--- config.mk ---
export PLATFORM = sky130hd
export DESIGN_NAME = mips_register_file
export DESIGN_NICKNAME = d
export VERILOG_FILES = /design/src/rtl/mips_pkg.sv /design/src/rtl/mips_register_file.sv
export SDC_FILE = /design/constraint.sdc
export NUM_CORES = 2
export LEC_CHECK = 0
export ABC_AREA = 0
export CORE_MARGIN = 4
export CORE_UTILIZATION = 55
export CTS_CLUSTER_DIAMETER = 200
export DETAILED_ROUTE_END_ITERATION = 10
export DONT_BUFFER_PORTS = 1
export PLACE_DENSITY = 0.7
export SKIP_CTS_REPAIR_TIMING = 1
export SLEW_MARGIN = 10
export SYNTH_ARGS = -nofsm -noshare
export SYNTH_HDL_FRONTEND = slang
export SYNTH_SLANG_ARGS = --single-unit
--- constraint.sdc ---
create_clock -name clk -period 4.46 [get_ports clk]
set_clock_uncertainty 0.2 [all_clocks]
set_input_delay 0.669 -clock clk [delete_from_list [all_inputs] [get_ports clk]]
set_output_delay 0.669 -clock clk [all_outputs]
set_load 0.02 [all_outputs]
--- src/rtl/mips_pkg.sv ---
// Shared MIPS datapath definitions: well-known register indices, default widths
// and the basic word/register-index types.
package mips_pkg;

    localparam int unsigned DEF_DATA_WIDTH = 32;
    localparam int unsigned DEF_ADDR_WIDTH = 5;

    localparam int unsigned REG_ZERO = 0;
    localparam int unsigned REG_V0   = 2;
    localparam int unsigned REG_RA   = 31;

    typedef logic [DEF_ADDR_WIDTH-1:0] reg_addr_t;
    typedef logic [DEF_DATA_WIDTH-1:0] word_t;

endpackage : mips_pkg

--- src/rtl/mips_register_file.sv ---
// MIPS general-purpose register file: two combinational read ports with optional
// same-cycle write forwarding, one clocked write port, and a direct $v0 tap.
module mips_register_file
    import mips_pkg::*;
#(
    parameter int unsigned DATA_WIDTH = DEF_DATA_WIDTH,
    parameter int unsigned ADDR_WIDTH = DEF_ADDR_WIDTH,
    parameter bit          BYPASS     = 1'b1
) (
    input  logic                  clk,
    input  logic                  rst_n,
    input  logic [ADDR_WIDTH-1:0] read_addr_a,
    input  logic [ADDR_WIDTH-1:0] read_addr_b,
    output logic [DATA_WIDTH-1:0] read_data_a,
    output logic [DATA_WIDTH-1:0] read_data_b,
    input  logic                  write_enable,
    input  logic [ADDR_WIDTH-1:0] write_addr,
    input  logic [DATA_WIDTH-1:0] write_data,
    output logic [DATA_WIDTH-1:0] register_v0
);

    localparam int unsigned NUM_REGS = 2 ** ADDR_WIDTH;
    localparam logic [ADDR_WIDTH-1:0] ZERO_IDX = ADDR_WIDTH'(REG_ZERO);
    localparam logic [ADDR_WIDTH-1:0] V0_IDX   = ADDR_WIDTH'(REG_V0);

    logic [DATA_WIDTH-1:0] regs_q [NUM_REGS];
    logic [DATA_WIDTH-1:0] regs_d [NUM_REGS];
    logic                  wr_active;

    logic [ADDR_WIDTH-1:0] rd_addr [2];
    logic [DATA_WIDTH-1:0] rd_data [2];

    // Forwarding is deliberately not gated by reset, so a write strobe is still
    // visible on the read ports while the array is held cleared.
    assign wr_active = write_enable && (write_addr != ZERO_IDX);

    always_comb begin
        regs_d = regs_q;
        if (wr_active) begin
            regs_d[write_addr] = write_data;
        end
    end

    always_ff @(posedge clk or negedge rst_n) begin
        if (!rst_n) begin
            regs_q <= '{default: '0};
        end else begin
            regs_q <= regs_d;
        end
    end

    assign rd_addr[0]  = read_addr_a;
    assign rd_addr[1]  = read_addr_b;
    assign read_data_a = rd_data[0];
    assign read_data_b = rd_data[1];

    for (genvar p = 0; p < 2; p++) begin : g_read
        always_comb begin
            rd_data[p] = regs_q[rd_addr[p]];
            if (rd_addr[p] == ZERO_IDX) begin
                rd_data[p] = '0;
            end else if (BYPASS && wr_active && (rd_addr[p] == write_addr)) begin
                rd_data[p] = write_data;
            end
        end
    end

    assign register_v0 = regs_q[V0_IDX];

endmodule : mips_register_file

* After elaboration in Yosys (flattened, before gate mapping)
Cells that the tools add are included.
** Storage, ports and cells
- Bits in registers :: 1024
- Output and inout port bits :: 96
- Word-level logic and storage cells :: 61
** Cells by class
- Order comparisons :: 4
- Eq/ne operators :: 2
- Mux-type cells :: 13
- Bitwise logic cells :: 3
- Reductions and logical operators :: 7
** Operators by type and width (number)
- $bwmux W1024 :: 1
- $bmux W32 S5 :: 2
- $mux W32 :: 9
- $demux W32 S5 :: 1
- $ge A6 B6 Y1 const B :: 3
- $not A5 Y6 :: 3
- $eq A5 B5 Y1 :: 2
- $logic_not A5 Y1 :: 2
- $lt A6 B1 Y1 const B :: 1
- $reduce_bool A5 Y1 :: 1
- $logic_and A1 B1 Y1 :: 4

* Logic depth before layout (Yosys ltp)
- Depth after elaboration :: 6
- Mapped depth :: 10

* Worst setup path before layout
No wires, ideal clock.
- Path type :: input -> output
- From :: input read_addr_a[3]
- To :: output read_data_a[5]
- Data arrival time :: 2.613 ns
- Data required time :: 3.591 ns
- Setup slack :: 0.978 ns
- Stages on the path :: 7
- Buffers on the path :: 3
- Cells stage by stage :: clkbuf_1 > xnor2_1 > nand3_1 > or4_1 > clkbuf_1 > clkbuf_1 > a311oi_1
** Between the ends
- Word-level cells in the longest chain between the ends :: 6
- Elaborated cells on any way between the ends :: 9
- Classes of those cells :: eq/ne (1); mux (5); bitwise (1); reduce/logical (2)
** Ends and longest elaborated chain
- start: declaration :: RTL line mips_register_file.sv:12 : input logic [ADDR_WIDTH-1:0] read_addr_a,
- $not A5 Y6 (implied by the code) :: RTL line mips_register_file.sv:59 : rd_data[p] = regs_q[rd_addr[p]];
- $bmux W32 S5 :: RTL line mips_register_file.sv:59
- $mux W32 (implied by the code) (2 in a row) :: RTL line mips_register_file.sv:59
- $mux W32 :: RTL line mips_register_file.sv:62 : end else if (BYPASS && wr_active && (rd_addr[p] == write_addr)) begin
- $mux W32 (*) :: RTL line mips_register_file.sv:60 : if (rd_addr[p] == ZERO_IDX) begin
- end: declaration :: RTL line mips_register_file.sv:14 : output logic [DATA_WIDTH-1:0] read_data_a,
Every way passes the cells marked *; elsewhere a longest branch is shown, timed or not. The select of a mux whose other input is x is not followed.

* Worst setup path in the final report
- From :: input read_addr_a[2]
- To :: output read_data_a[5]
Same word-level chain as after synthesis.

==> flow_summary.json <==
{
  "post-route-min-period_ns": 4.18,
  "max_freq_ghz": 0.239,
  "post_route_setup_tns_ns": 0,
  "chipWidth_um": 325,
  "timing.critical_path.max_delay_family": "compound AO/OA/AOI/OAI gates",
  "timing.critical_path.slowest_stage_cell": "a311oi_1",
  "timing.final.hold_violations": 0,
  "avgSynthCellArea_um2": 14.4,
  "critical_path_peak_fanout": 134,
  "vias_per_cell": 7.43,
  "path_buf_inv": 2,
  "worst_skew_late_latency_ns": 0.68,
  "nNetsFinal": 3638,
  "cts_htree_levels": 3,
  "crit_chain": "and2_1 -> buf_4 -> a221o_1 -> nor3b_1 -> a211oi_1 -> a311oi_1 -> buf_4",
  "worst-endpoint-arrival_ns": 3.31,
  "grt_pass1_wl_um": 261000,
  "postSynth.topFlopCell": "dfrtp_1",
  "final_cell_area_mm2": 0.0601,
  "start_util": 0.557,
  "report.final.setup_viol": 0,
  "overflow": 0,
  "num-fill-cells": 7318,
  "power_density_mw_per_mm2": 454,
  "maximum_number_of_pins_on_one_net_before_global_route_repair": 1025,
  "synthesis.area_mm2": 0.0551,
  "post-place-cells": 4724,
  "grt_use_total": 0.332,
  "fin_hold_ws_ns": 0.128,
  "synthDistinctLibCells": 57,
  "leakagePower_nw": 26.0,
  "vias": 36900,
  "synthCells": 3819,
  "cp-start-kind": "primary input",
  "hpwl_um": 104000,
  "worstSetupEndpointType": "output port",
  "fp.dieArea_mm2": 0.105,
  "first_global_vias": 37600,
  "ys_seq_elements": 1024,
  "worstPathRequired_ns": 3.59,
  "status": "completed",
  "clock-root-buffer": "clkbuf_16",
  "ff2ff_setup_slack_ns": 3.13,
  "clkSlewWorstSetupHoldPaths_ns": 0.06,
  "grt_antenna_before_repair": 5,
  "port_buffers": 0,
  "layout.cells.non_filler": 4967,
  "period_share": 0.937,
  "area_growth_pct": 8.92,
  "synth_enable_flop_cells": 0,
  "drtAntennaViolNets": 0,
  "holdCritPathClass": "primary input to register",
  "tritoncts": "yes",
  "row_count": 115,
  "place_area_mm2": 0.0556,
  "route.detailed.drc": 0,
  "cts_made_buffers": 109,
  "slew-limit-headroom": 0.197,
  "final-max-slew-violation-count": 0,
  "worstMarginPinSlew_ns": 1.20,
  "synth_async_sr_flop_share": 1.00,
  "io_pins": 146,
  "postLayoutCoreUtil": 0.607,
  "routability_congestion": 0.871,
  "synth.yosys.seq_area_share": 0.465,
  "yosysWarningCount": 0,
  "first_iter_violations": 4375,
  "fraction_of_final_layout_cells_sized_beyond_drive_strength_1": 0.481,
  "cap_viol_max_count": 0,
  "ir_worst_vdd_v": 0.000314,
  "area.sequential_mm2": 0.0256,
  "avgRoutedWirePerCell_um": 36.7,
  "drt_wl_total_um": 182000,
  "cp_common_cell": "buf_4",
  "crit_type": "primary input to output port",
  "multi_input_gate_area_in_the_final_layout_mm2": 0.0274,
  "cts-root-to-sink-buffers": 3,
  "synth_fp_nets": 3869,
  "die_height_um": 325,
  "core_region_area_mm2": 0.0990,
  "first_pass_drt_iterations": 6,
  "tritoncts_num_sinks": 1024,
  "max_stage_delay_ns": 0.68,
  "grt_setup_unrepaired": "false"
}
==> registers in the layout (all words and copies together), names as in the netlist <==
name	cells
regs_q	992
register_v0	32
==> cells in the final DEF, fill, tap and decap left out, types with 7 or more instances in the layout <==
master         instances
o221ai_1              32
o21ai_0               34
nor2_1                39
nand2b_1              11
nor4_1                15
nand2_1               64
clkbuf_16            112
clkinv_2              20
dlygate4sd3_1          8
clkbuf_1              22
buf_4                 69
mux2_2              1024
buf_12                47
a21oi_1               38
o22ai_1               81
mux2i_1              252
a221oi_1              44
nor3_1                19
clkbuf_8              33
dfrtp_1             1024
a221o_1               28
o22a_1                 8
a211oi_1              33
a22oi_1               45
nand2_2               14
a32o_1                32
mux4_2               394
nor2_4                17
a211o_1                7
==> cell families after synthesis <==
kind of cell,share of synthesized area
DFF,0.465
buffers and inverters,0.0421
and+or+nand+nor,0.0201
AOI/OAI and AO/OA,0.0558
muxes,0.416
xor gates and xnor gates,0.00159
==> path summary, 6_finish.rpt <==
| check | start | endpoint | cells after the start |
|---|---|---|---|
| max reg2reg | register_v0[3] | register_v0[3] | 1 |
| max in group asynchronous | rst_n | register_v0[15] | 5 |
| min | write_data[20] | regs_q[980] | 2 |
| min reg2reg | regs_q[1014] | regs_q[1014] | 0 |
| max | read_addr_a[2] | read_data_a[5] | 7 |
| min in group asynchronous | rst_n | regs_q[250] | 2 |
==> layer usage <==
| layer | global-route usage | vias up | part of all wire |
|---|---|---|---|
| li1 | - | 14300 | - |
| met1 | 0.443 | 19800 | 0.38 |
| met2 | 0.510 | 2268 | 0.45 |
| met3 | 0.0925 | 582 | 0.11 |
| met4 | 0.155 | 6 | 0.052 |
| met5 | 0 | - | 0.00022 |
==> cell type report <==
| class | count | share of cell area |
|---|---|---|
| Inverter | 3 | 0.000187 |
| Clock buffer | 167 | 0.0556 |
| Timing Repair Buffer | 130 | 0.0284 |
| Sequential cell | 1024 | 0.427 |
| Tap cell | 1287 | 0.0268 |
| Multi-Input combinational cell | 2320 | 0.457 |
| Antenna cell | 3 | 0.000125 |
| Clock inverter | 33 | 0.00575 |
==> synthesized netlist by cell type, types with 5 or more instances <==
master,count,area share
o22ai_1,81,0.0092
nor4_1,16,0.0018
a21o_1,5,0.00068
mux4_2,394,0.16
a221o_1,28,0.0051
nor2b_1,8,0.00091
nor3_1,19,0.0017
a31oi_1,6,0.00068
a211o_1,7,0.0011
a211oi_1,33,0.0045
mux2i_1,252,0.046
buf_6,32,0.0065
nor2_1,56,0.0038
buf_1,54,0.0037
buf_2,83,0.0075
mux2_2,1024,0.21
xnor2_1,6,0.00095
or3_1,5,0.00057
a32o_1,32,0.0058
a221oi_1,44,0.0070
nand3b_1,5,0.00068
dfrtp_1,1024,0.46
o21ai_0,34,0.0031
nand2_1,79,0.0054
buf_4,52,0.0071
o22a_1,8,0.0013
a22oi_1,45,0.0061
a21oi_1,39,0.0035
clkbuf_1,251,0.017
o221ai_1,32,0.0051
nand2b_1,12,0.0014
nor3b_1,7,0.00095
==> through the flow <==
stage	power (mW)	setup slack [ns]
after floorplan	16.4	0.978
after global placement	17.1	0.405
after detailed placement	17.5	0.522
after CTS	26.8	0.503
after global routing	28.2	0.189
final	27.2	0.282
==> report_power, final <==
part	switching (mW)	total, mW	internal (mW)	leakage (nW)
combinational	2.18	5.35	3.17	11.0
clock	3.86	9.33	5.48	1.83
sequential	1.50	12.6	11.1	13.1
total	7.54	27.2	19.7	25.9
(Power assumes the default switching activity.)
